### src/rtl/muldiv_pkg.sv
// Shared encodings for the HI/LO multiply/divide scheduler: FSM states,
// operation select and the LO value written on divide-by-zero.
package muldiv_pkg;

  typedef enum logic [1:0] {
    IDLE     = 2'd0,
    MULT_RUN = 2'd1,
    DIV_RUN  = 2'd2
  } state_t;

  localparam logic OP_MULT = 1'b0;
  localparam logic OP_DIV  = 1'b1;

  localparam logic [31:0] DIV0_LO = 32'hFFFF_FFFF;

endpackage

### src/rtl/muldiv_sched.sv
// MULT/DIV scheduler: owns HI/LO, launches the external booth multiplier or
// divider, and stalls the pipeline while a result is pending.
module muldiv_sched
  import muldiv_pkg::*;
(
  input  logic        clk,
  input  logic        rst_n,
  input  logic        issue_valid_i,
  input  logic        issue_op_i,
  input  logic [31:0] rs_i,
  input  logic [31:0] rt_i,
  input  logic        acc_valid_i,
  input  logic        acc_sel_i,
  input  logic        acc_wr_i,
  input  logic [31:0] acc_wdata_i,
  output logic        stall_o,
  output logic        busy_o,
  output logic [31:0] rdata_o,
  output logic        mult_start_o,
  output logic [31:0] mult_a_o,
  output logic [31:0] mult_b_o,
  input  logic        mult_done_i,
  input  logic [63:0] product_i,
  output logic        div_start_o,
  output logic [31:0] div_a_o,
  output logic [31:0] div_b_o,
  input  logic        div_done_i,
  input  logic [31:0] quotient_i,
  input  logic [31:0] remainder_i
);

  state_t      state_reg, state_next;
  logic [31:0] hi_reg, hi_next;
  logic [31:0] lo_reg, lo_next;
  logic        mult_start_reg, mult_start_next;
  logic [31:0] mult_a_reg, mult_a_next;
  logic [31:0] mult_b_reg, mult_b_next;
  logic        div_start_reg, div_start_next;
  logic [31:0] div_a_reg, div_a_next;
  logic [31:0] div_b_reg, div_b_next;

  function automatic logic is_zero_divisor(input logic [31:0] divisor);
    return (divisor == 32'd0);
  endfunction

  always_comb begin
    state_next      = state_reg;
    hi_next         = hi_reg;
    lo_next         = lo_reg;
    mult_start_next = 1'b0;
    mult_a_next     = mult_a_reg;
    mult_b_next     = mult_b_reg;
    div_start_next  = 1'b0;
    div_a_next      = div_a_reg;
    div_b_next      = div_b_reg;

    case (state_reg)
      IDLE: begin
        if (issue_valid_i) begin
          if (issue_op_i == OP_DIV) begin
            // Divide-by-zero never reaches the divider; the result is fixed.
            if (is_zero_divisor(rt_i)) begin
              hi_next = rs_i;
              lo_next = DIV0_LO;
            end else begin
              div_start_next = 1'b1;
              div_a_next     = rs_i;
              div_b_next     = rt_i;
              state_next     = DIV_RUN;
            end
          end else begin
            mult_start_next = 1'b1;
            mult_a_next     = rs_i;
            mult_b_next     = rt_i;
            state_next      = MULT_RUN;
          end
        end else if (acc_valid_i && acc_wr_i) begin
          if (acc_sel_i) begin
            hi_next = acc_wdata_i;
          end else begin
            lo_next = acc_wdata_i;
          end
        end
      end

      MULT_RUN: begin
        if (mult_done_i) begin
          hi_next     = product_i[63:32];
          lo_next     = product_i[31:0];
          mult_a_next = 32'd0;
          mult_b_next = 32'd0;
          state_next  = IDLE;
        end
      end

      DIV_RUN: begin
        if (div_done_i) begin
          hi_next    = remainder_i;
          lo_next    = quotient_i;
          div_a_next = 32'd0;
          div_b_next = 32'd0;
          state_next = IDLE;
        end
      end

      default: begin
        state_next = IDLE;
      end
    endcase
  end

  always_ff @(posedge clk) begin
    if (!rst_n) begin
      state_reg      <= IDLE;
      hi_reg         <= 32'd0;
      lo_reg         <= 32'd0;
      mult_start_reg <= 1'b0;
      mult_a_reg     <= 32'd0;
      mult_b_reg     <= 32'd0;
      div_start_reg  <= 1'b0;
      div_a_reg      <= 32'd0;
      div_b_reg      <= 32'd0;
    end else begin
      state_reg      <= state_next;
      hi_reg         <= hi_next;
      lo_reg         <= lo_next;
      mult_start_reg <= mult_start_next;
      mult_a_reg     <= mult_a_next;
      mult_b_reg     <= mult_b_next;
      div_start_reg  <= div_start_next;
      div_a_reg      <= div_a_next;
      div_b_reg      <= div_b_next;
    end
  end

  assign busy_o  = (state_reg != IDLE);
  assign stall_o = busy_o & (issue_valid_i | acc_valid_i);
  assign rdata_o = acc_sel_i ? hi_reg : lo_reg;

  // Operand buses are forced to zero outside the owning run state.
  assign mult_start_o = mult_start_reg;
  assign mult_a_o     = (state_reg == MULT_RUN) ? mult_a_reg : 32'd0;
  assign mult_b_o     = (state_reg == MULT_RUN) ? mult_b_reg : 32'd0;
  assign div_start_o  = div_start_reg;
  assign div_a_o      = (state_reg == DIV_RUN) ? div_a_reg : 32'd0;
  assign div_b_o      = (state_reg == DIV_RUN) ? div_b_reg : 32'd0;

endmodule

### config.mk
export PLATFORM = sky130hd
export DESIGN_NAME = muldiv_sched
export DESIGN_NICKNAME = d
export VERILOG_FILES = /design/src/rtl/muldiv_pkg.sv /design/src/rtl/muldiv_sched.sv
export SDC_FILE = /design/constraint.sdc
export NUM_CORES = 1
export LEC_CHECK = 0
export CAP_MARGIN = 20
export CORE_ASPECT_RATIO = 1.4
export CORE_MARGIN = 10
export CORE_UTILIZATION = 40
export DETAILED_ROUTE_END_ITERATION = 12
export HOLD_SLACK_MARGIN = 0.12
export PLACE_DENSITY = 0.74
export SYNTH_ARGS = -nofsm -noshare
export SYNTH_HDL_FRONTEND = slang
export SYNTH_SLANG_ARGS = --single-unit
### constraint.sdc
create_clock -name clk -period 2.9 [get_ports clk]
set_clock_uncertainty 0.05 [all_clocks]
set_input_delay 0.725 -clock clk [delete_from_list [all_inputs] [get_ports clk]]
set_output_delay 0.725 -clock clk [all_outputs]
set_load 0.005 [all_outputs]
==> flow_summary_export.csv <==
group,metric,value,unit
cts,htree_levels,4,
synth,yosysTopAreaCellShare,0.384,
routing,drt_iter0_drc,799,
timing,fin_crit,2810,ps
timing,maxSlewHeadroom,0.445,
timing,drv_slew,0,
flow_run,max_cap_viol_count,0,
synth,synth.area.top_cells,"dfxtp_1 38%, and2_1 7.9%, nand2_1 6.0%",
timing,max_clock_freq,355,MHz
power,clock_power_share,0.264,
global_route,grt_pass1_wl,62900,µm
setup_path,rr_startpoint,"state_reg[1]",
synth,async_flop_share,0,
min_path,holdPathStages,2,
synth,synth_edf_count,0,
synth,yosys_most_used_dff,"dfxtp_1",
cells_and_area,final_nets,1874,
timing,period_share,0.970,
floorplanning,die_w,155,µm
placed_design,place_area,14600,µm²
setup_path,endpoint_kind,"output port",
timing,whs,398,ps
cells_and_area,drive_above_1_share,0.0793,
setup_path,path_class,"reg2out",
routing,drc_errors,0,
placed_design,portBuffers,396,
synth,yosysSeqAreaShare,0.384,
min_path,hold_end,"hi_reg[14]",
cells_and_area,final_core_util,0.603,
power,power,9.08,mW
synth,synth_area,10200,µm²
synth,yosysWarnings,0,
cts,cts-root-buf,"clkbuf_16",
power,p_seq_frac,0.360,
synth,yosys.area.top_type,"dfxtp_1",
cts,cts_tree,"yes",
synth,synth_cells,1312,
floorplanning,fp.dieH,209,µm
setup_path,required,2120,ps
placed_design,place_inst,1932,
status,outcome,"complete, no violations",
setup_path,crit_fanout,45,
setup_path,rr_endpoint,"hi_reg[30]",
placed_design,gp_congestion,0.902,
placed_design,dpl_worst_slack,-197,ps
power,p_per_area,595,nW/µm²
routing,vias_per_cell,5.52,
timing,finalSetupViolations,0,
synth,ys_seq_elements,196,
global_route,antenna_found_initial,3,
routing,wirelength,41500,µm
min_path,hold_start,"hi_reg[14]",
timing,worst_pin_slew,830,ps
cts,clk_pin_slew,70,ps
routing,wire_per_inst,21.0,µm
floorplanning,die-area,32400,µm²
power,netSwitchingFraction,0.350,
cells_and_area,design_area,15200,µm²
cts,cts.sinks,196,
global_route,grt.overflow.total,0,
global_route,grt_util_all_layers,0.243,
global_route,grt_max_degree,130,
power,leakage,6.05,nW
power,peakVddDrop,0.000442,V
floorplanning,start_util,0.404,
synth,avgSynthCellArea,7.78,µm²
timing,worst_slack,86.5,ps
floorplanning,num_io_pins,397,
floorplanning,core,25300,µm²
cts,clk_latency,440,ps
timing,finalHoldViolCount,0,
cts,cts_made_buffers,17,
power,intPower,5.90,mW
routing,num_vias,10900,
global_route,first_global_vias,10700,
power,switchingPower,3.17,mW
setup_path,r2r_slack,360,ps
routing,drtPass1Iterations,5,
cts,cts_max_path_buffers,2,
synth,synth_nets,1548,
synth,synth_cell_type_count,40,
cells_and_area,n_fill_cell,2327,
timing,tns,0,ps
placed_design,dpl.hpwl,30400,µm
setup_path,worstRegToRegCells,10,
min_path,hold_path.class,"reg2reg",
floorplanning,num_rows,69,
cells_and_area,area_growth,49.3,%
routing,ant_nets,0,
cells_and_area,final_cells,1974,
setup_path,critical_path_arrival,2040,ps
power,combPwrFrac,0.376,
setup_path,startpoint_type,"flip-flop",
timing,rsz0062_at_grt,"no",
-- logic make-up (layout without fill, tap and decap cells) --
family	after synthesis	after routing	share of synthesized area
and+or+nand+nor	570	570	0.285
AOI/OAI and AO/OA	336	336	0.201
DFF	196	196	0.384
buffers and inverters	143	482	0.0599
muxes	64	64	0.0666
adders and majority gates	3	3	0.00368
other	0	4	0
-- cells in the final DEF (no fill, tap or decap), types with 3 or more instances in the layout --
master / instances
clkbuf_16: 17
buf_4: 32
dfxtp_1: 196
dlymetal6s2s_1: 9
nor4_1: 8
nor2_1: 69
a21oi_1: 99
mux2_2: 32
nand3_1: 65
mux2i_1: 32
a211oi_1: 32
and2_1: 129
o21ai_0: 68
a22oi_1: 64
clkdlybuf4s50_1: 384
nor2b_1: 32
buf_12: 15
ha_4: 3
nand2_1: 162
o211ai_1: 31
nand4_1: 34
diode_2: 4
inv_6: 4
clkinv_2: 4
inv_2: 5
o21ai_1: 30
and3_1: 64
-- metal layers --
metal | up-vias | part of all wire | routed length [µm] | GRT usage
met3 | 71 | 0.076 | 3150 | 0.0625
li1 | 5260 | - | - | -
met1 | 5152 | 0.39 | 16200 | 0.290
met4 | 0 | 0.031 | 1290 | 0.0904
met5 | - | 0 | 0 | 0
met2 | 419 | 0.50 | 20800 | 0.410
-- critical path, stage by stage, from the launching register on --
cell             delay (ps)
dfxtp_1                 340
inv_2                   120
ha_4                    200
buf_12                  210
and2_1                  150
clkdlybuf4s50_1         560
-- power by group through the flow --
stage	Sequential [mW]	Clock [mW]	Combinational, mW
final	3.27	2.40	3.41
after global routing	3.31	2.56	3.72
after CTS	3.27	2.44	3.42
after detailed placement	3.32	0	3.37
after global placement	3.31	0	3.32
after floorplan	3.26	0	1.93
-- cell usage after synthesis, drive strengths merged, types with 2 or more instances --
library cell / count
nand4: 34
mux2i: 32
inv: 6
mux2: 32
a21oi: 99
ha: 3
o311ai: 2
nor3b: 2
nor2: 70
and3: 64
dfxtp: 196
a31oi: 2
nand2: 162
nand3: 65
nor2b: 32
buf: 33
and2: 130
o211ai: 32
nor4: 8
a211oi: 33
a22oi: 64
clkbuf: 103
o21ai: 100
-- cell type report --
cell class	count	area [µm²]	share of cell area
repair buffers	443	4520	0.296
well taps	319	399	0.0262
inverters	7	26.3	0.00172
diodes	4	10.0	0.000656
clock buffers	18	429	0.0281
flip-flops and latches	196	3920	0.257
clock inverters	14	151	0.00993
multi-input cells	973	5790	0.380
-- worst max-delay path by stage --
stage                 startpoint           end  cells after the start  slack [ps]
detailed placement      rt_i[30]    hi_reg[30]                      9        -200
global placement        rt_i[30]     hi_reg[0]                      9        -190
floorplan              acc_sel_i   rdata_o[10]                      3         470
finish              state_reg[0]   div_b_o[27]                      5          90
global route        state_reg[1]  mult_a_o[29]                      5         0.4
CTS                 state_reg[1]   mult_b_o[7]                      5          60
-- what timing repair did --
action                     in CTS  in global routing
gates resized for setup         3                  9
hold buffers                    0                  0
buffers inserted                6                  0
pin swaps                       2                  0
setup endpoints to repair      92                  9
gates cloned                    0                  0
Note: power is estimated with default switching activity, not from simulation.
